<file path="config.mk">
export PLATFORM = sky130hd
export DESIGN_NAME = fetch_pipe_ctrl
export DESIGN_NICKNAME = d
export VERILOG_FILES = /design/src/rtl/fetch_pipe_ctrl.sv
export SDC_FILE = /design/constraint.sdc
export NUM_CORES = 1
export LEC_CHECK = 0
export ABC_AREA = 1
export CORE_MARGIN = 8
export CORE_UTILIZATION = 51
export CTS_BUF_LIST = sky130_fd_sc_hd__clkbuf_8
export CTS_CLUSTER_DIAMETER = 40
export DETAILED_ROUTE_END_ITERATION = 8
export GPL_TIMING_DRIVEN = 0
export PLACE_DENSITY = 0.8
export SETUP_SLACK_MARGIN = 0.5
export SYNTH_ARGS = -nofsm -noshare
export SYNTH_HDL_FRONTEND = slang
export SYNTH_SLANG_ARGS = --single-unit
</file>
<file path="constraint.sdc">
create_clock -name clk -period 2.5 [get_ports clk]
set_input_delay 0.5 -clock clk [delete_from_list [all_inputs] [get_ports clk]]
set_output_delay 0.5 -clock clk [all_outputs]
set_load 0.005 [all_outputs]
</file>
<file path="src/rtl/fetch_pipe_ctrl.sv">
// fetch_pipe_ctrl: instruction-fetch stage controller.
//
// Owns the PC, the instruction-memory fetch handshake and the IF/ID pipeline
// register. Applies the hazard unit's stall / flush requests and freezes fetch
// once an HLT instruction is committed past IF/ID.
//
// Ports:
//   clk, rst           clock (rising edge), asynchronous active-low reset
//   stall              load-to-use stall: hold PC and IF/ID
//   if_id_flush        branch taken in ID: kill IF/ID, redirect PC
//   branch_target      redirect address, valid with if_id_flush
//   imem_req/addr      fetch request at the current PC
//   imem_valid/rdata   fetched instruction, level-valid for imem_addr
//   if_id_instr        IF/ID instruction (also feeds hazard rs/rt decode)
//   if_id_pc_plus2     IF/ID PC+2
//   if_id_valid        IF/ID holds a real instruction
//   halt               processor halted (registered)
//   fetch_bubble_cnt   saturating count of bubbles caused by fetch

module fetch_pipe_ctrl #(
  parameter int unsigned     PC_W       = 16,
  parameter logic [PC_W-1:0] RESET_PC   = '0,
  parameter logic [3:0]      HLT_OPCODE = 4'hF,
  parameter int unsigned     CNT_W      = 16
) (
  input  logic             clk,
  input  logic             rst,
  input  logic             stall,
  input  logic             if_id_flush,
  input  logic [PC_W-1:0]  branch_target,
  output logic             imem_req,
  output logic [PC_W-1:0]  imem_addr,
  input  logic             imem_valid,
  input  logic [15:0]      imem_rdata,
  output logic [15:0]      if_id_instr,
  output logic [PC_W-1:0]  if_id_pc_plus2,
  output logic             if_id_valid,
  output logic             halt,
  output logic [CNT_W-1:0] fetch_bubble_cnt
);

  localparam logic [1:0] StFetch     = 2'd0;
  localparam logic [1:0] StRedirWait = 2'd1;
  localparam logic [1:0] StHaltPend  = 2'd2;
  localparam logic [1:0] StHalted    = 2'd3;

  logic [1:0]       state_q, state_d;
  logic [PC_W-1:0]  pc_q, pc_d;
  logic [PC_W-1:0]  redir_pc_q, redir_pc_d;
  logic [15:0]      instr_q, instr_d;
  logic [PC_W-1:0]  pc_plus2_q, pc_plus2_d;
  logic             valid_q, valid_d;
  logic             halt_q, halt_d;
  logic [CNT_W-1:0] cnt_q, cnt_d;

  logic [PC_W-1:0]  pc_inc;
  logic             bubble;
  logic             cnt_inc;
  logic             is_hlt;

  // Wraps modulo 2^PC_W by construction.
  assign pc_inc = pc_q + PC_W'(2);
  assign is_hlt = (imem_rdata[15:12] == HLT_OPCODE);

  always_comb begin
    state_d    = state_q;
    pc_d       = pc_q;
    redir_pc_d = redir_pc_q;
    instr_d    = instr_q;
    pc_plus2_d = pc_plus2_q;
    valid_d    = valid_q;
    bubble     = 1'b0;
    cnt_inc    = 1'b0;

    case (state_q)
      StFetch: begin
        if (if_id_flush) begin
          bubble = 1'b1;
          if (imem_valid) begin
            pc_d = branch_target;
          end else begin
            // PC may not move while a fetch is outstanding; park the target.
            redir_pc_d = branch_target;
            state_d    = StRedirWait;
          end
        end else if (!imem_valid) begin
          if (!stall) begin
            bubble  = 1'b1;
            cnt_inc = 1'b1;
          end
        end else if (!stall) begin
          instr_d    = imem_rdata;
          pc_plus2_d = pc_inc;
          valid_d    = 1'b1;
          if (is_hlt) begin
            state_d = StHaltPend;
          end else begin
            pc_d = pc_inc;
          end
        end
      end

      StRedirWait: begin
        // Stall is irrelevant here: IF/ID is forced to a bubble every cycle.
        bubble  = 1'b1;
        cnt_inc = 1'b1;
        if (if_id_flush) begin
          redir_pc_d = branch_target;
        end
        if (imem_valid) begin
          // Stale fetch data is dropped; newest redirect wins.
          pc_d    = if_id_flush ? branch_target : redir_pc_q;
          state_d = StFetch;
        end
      end

      StHaltPend: begin
        if (if_id_flush) begin
          // The HLT was on a mispredicted path.
          pc_d    = branch_target;
          bubble  = 1'b1;
          state_d = StFetch;
        end else if (!stall) begin
          bubble  = 1'b1;
          state_d = StHalted;
        end
      end

      StHalted: begin
        bubble = 1'b1;
      end

      default: begin
        state_d = StFetch;
      end
    endcase

    if (bubble) begin
      instr_d    = 16'h0000;
      pc_plus2_d = '0;
      valid_d    = 1'b0;
    end
  end

  // Saturate rather than wrap.
  always_comb begin
    cnt_d = cnt_q;
    if (cnt_inc && (cnt_q != {CNT_W{1'b1}})) begin
      cnt_d = cnt_q + CNT_W'(1);
    end
  end

  assign halt_d = (state_d == StHalted);

  always_ff @(posedge clk or negedge rst) begin
    if (!rst) begin
      state_q    <= StFetch;
      pc_q       <= RESET_PC;
      redir_pc_q <= '0;
      instr_q    <= 16'h0000;
      pc_plus2_q <= '0;
      valid_q    <= 1'b0;
      halt_q     <= 1'b0;
      cnt_q      <= '0;
    end else begin
      state_q    <= state_d;
      pc_q       <= pc_d;
      redir_pc_q <= redir_pc_d;
      instr_q    <= instr_d;
      pc_plus2_q <= pc_plus2_d;
      valid_q    <= valid_d;
      halt_q     <= halt_d;
      cnt_q      <= cnt_d;
    end
  end

  assign imem_req         = rst && ((state_q == StFetch) || (state_q == StRedirWait));
  assign imem_addr        = pc_q;
  assign if_id_instr      = instr_q;
  assign if_id_pc_plus2   = pc_plus2_q;
  assign if_id_valid      = valid_q;
  assign halt             = halt_q;
  assign fetch_bubble_cnt = cnt_q;

endmodule
</file>
==> metrics.md <==
| Metric | Value |
|---|---|
| Status | `finished clean` |
| Drt pass-1 iters | `5` |
| Register area | `2103 um^2` |
| Row cnt | `35` |
| Area of the multi-input gates | `2379 um^2` |
| Starting DRC count in detailed routing | `327` |
| Register-to-Register Path Depth | `8` |
| Switching share of total power | `0.4140` |
| Total wire length | `13960 um` |
| Critical path arrival | `1.43 ns` |
| Synth warnings | `0` |
| Most common cell after layout, fill and taps aside | `nand2_1` |
| Port Buffer Count | `103` |
| Syn_nets | `692` |
| Critical R2R Capture | `if_id_instr[15]` |
| Top delay family on crit path | `flip-flops` |
| Worst ir drop on vdd | `0.0006220 V` |
| Hpwl dp | `10550 um` |
| FMAX | `517.3 MHz` |
| Hold Crit Class | `input pin to async pin` |
| WS Path Type | `flop to primary output` |
| Sequential share of power | `0.353` |
| DRC | `0` |
| Clock power frac | `0.176` |
| GRT Util Overall | `0.2195` |
| Worst-Margin Slew | `0.4580 ns` |
| Netlist cell types | `34` |
| CTS tree | `built` |
| Slowest stage delay, CP | `0.45 ns` |
| Post-synth EDFFs | `0` |
| Vias post-DR | `4843` |
| Total CTS buffers | `9` |
| Diode count | `0` |
| Comb pwr share | `0.471` |
| Final setup fails | `0` |
| Total negative slack | `0 ns` |
| # H-tree levels | `3` |
| Global-route wire length before repair | `22970 um` |
| Max Slew Vio Count | `0` |
| CTS clk-pin slew, worst paths | `0.09 ns` |
| Initial antenna violation count | `0` |
| WP data required | `2.00 ns` |
| Most frequent cells in the layout | `nand2_1, clkdlybuf4s50_1, dfrtp_1` |
| Core Region | `9153 um^2` |
| Cell Int Power | `3.376 mW` |
| Worst-Skew Late Latency | `0.36 ns` |
| Die X | `112.9 um` |
| Fill cells | `744` |
| Nets@finish | `813` |
| Worst Path Max Fanout | `5` |
| PwrDens | `914.9 nW/um^2` |
| Final critical-path required period | `1.933 ns` |
| Post-DRT Antenna Nets | `0` |
| Die H | `112.9 um` |
| RSZ-0062 raised after global routing | `no` |
| Hold-fix buffers at CTS | `0` |
| Worst-path cell chain | `inv_2 > ha_4 > nor2_4 > nor2_1 > dlygate4sd2_1` |
| Initial Util | `0.5229` |
| Post-Synthesis Cells | `648` |
| CTS Sinks | `84` |
| Critical path depth | `5` |
| Gp weighted congestion | `0.9007` |
| Worst slew margin | `0.6923` |
| Syn Std Cell Area | `4786 um^2` |
| Root buf cell | `clkbuf_8` |
| Total gr overflow | `0` |
| Synth Area per Inst | `7.386 um^2` |
| Drt via density | `5.472` |
| Post-synth top flop | `dfrtp_1` |
| Num ports | `104` |
| Part of the cycle the worst path needs | `0.7733` |
| Die ar. | `12740 um^2` |
| Worst setup SP type | `flop` |
| RR Startpoint | `state_q[0]` |
| Clock Path Buffers | `2` |
| Clk_skew | `0.01121 ns` |
| Area grow syn2layout | `31.56%` |
| Max Cap Viol | `0` |
| Layout cells sized above 1 | `0.08398` |
| Vias in the first global route | `4577` |
| CP endpoint kind | `primary output` |
| Synth Register Bits | `84` |
| Largest net degree at the start of global routing | `65` |
| Buf+Inv Stages, Crit Path | `2` |
| Async set-reset flop share out of synthesis | `1.000` |
| Reg2reg setup slack | `0.62 ns` |
| WL/cell | `15.78 um` |
| Sw power | `2.385 mW` |
| Total Power | `5.761 mW` |
| Seq/Total Area, Yosys | `0.4392` |
| Lkg Pwr | `3.001 nW` |
| Worst path slowest cell | `dfrtp_2` |
| Final hold viol count | `0` |
==> repair_timing <==
action,CTS,global route
cloned,0,0
pin swaps,0,1
resized for setup,12,14
setup buffers,3,3
endpoints found under the setup margin,33,49
==> cells in the mapped netlist, types with 7 or more instances <==
cell type | instances | area (um^2)
a21oi_1 | 17 | 85.08
a22o_1 | 22 | 192.7
buf_2 | 16 | 80.08
clkbuf_1 | 7 | 26.28
dfrtp_1 | 84 | 2102
ha_1 | 7 | 87.58
inv_1 | 59 | 221.5
nand2_1 | 224 | 840.8
nand3_1 | 39 | 195.2
nand4_1 | 9 | 56.30
nor2_1 | 51 | 191.4
o21ai_0 | 54 | 270.3
o21ai_1 | 8 | 40.04
xor2_1 | 11 | 96.34
==> metal layers <==
layer	GRT usage	share of wire	vias up	wire [um]
met3	0.03301	0.071	24	986
met2	0.3579	0.47	223	6521
met1	0.2929	0.44	2244	6187
met4	0.07282	0.019	0	267
met5	0	0	-	0
li1	-	-	2352	-
==> cell families (layout without fill, tap and decap cells) <==
kind of cell | Yosys count | after routing | share of synthesized area
buf+inv | 87 | 213 | 0.07477
compound gates | 114 | 114 | 0.1425
xor+xnor | 15 | 15 | 0.02745
flops | 84 | 84 | 0.4392
fa+ha+maj | 7 | 7 | 0.01830
simple gates | 341 | 341 | 0.2978
==> how the worst max path moves through the flow <==
| stage | to | slack, ns | from |
|---|---|---|---|
| after CTS | imem_req | 0.48 | state_q[0] |
| after global routing | imem_req | 0.49 | state_q[0] |
| after global placement | imem_req | -2.53 | rst |
| final | imem_req | 0.57 | state_q[0] |
| after detailed placement | if_id_instr[15] | 0.14 | if_id_flush |
| after floorplan | imem_addr[12] | 0.93 | state_q[0] |
==> area by class of cell <==
class / count / area share
plain buffers: 26 / 0.02266
clock inverters: 5 / 0.008347
multi-input cells: 477 / 0.3778
inverters: 61 / 0.03637
flip-flops and latches: 84 / 0.3341
repair buffers: 110 / 0.1747
clock buffers: 11 / 0.02405
well taps: 111 / 0.02206
==> flip-flops by register name (all words and copies together), names as in the netlist <==
signal and cells:
redir_pc_q 16, if_id_valid 1, if_id_instr 16, fetch_bubble_cnt 16, state_q 2, imem_addr 16
if_id_pc_plus2 16, halt 1
==> power by group through the flow <==
stage	registers [mW]	clock network, mW	logic (mW)
2_1_floorplan	2.00	0	1.56
3_3_place_gp	2.04	0	2.46
3_5_place_dp	2.05	0	2.55
4_1_cts	2.03	1.02	2.63
5_1_grt	2.08	1.07	3.02
6_report	2.03	1.01	2.71
==> per-stage QoR <==
step	std cells	utilization	hold WS (ns)	instance area, um^2	worst slack (ns)
after global routing	885	0.6879	0.04272	6296	0.4896
after floorplan	648	-	0.2044	4786	0.9328
after CTS	882	0.6823	0.03541	6245	0.4807
after global placement	862	0.6507	0.4592	5956	-2.531
after detailed placement	863	0.6535	0.4214	5981	0.1382
final	885	0.6879	0.02940	6296	0.5668
No activity file was read; power rests on OpenSTA's default activity.
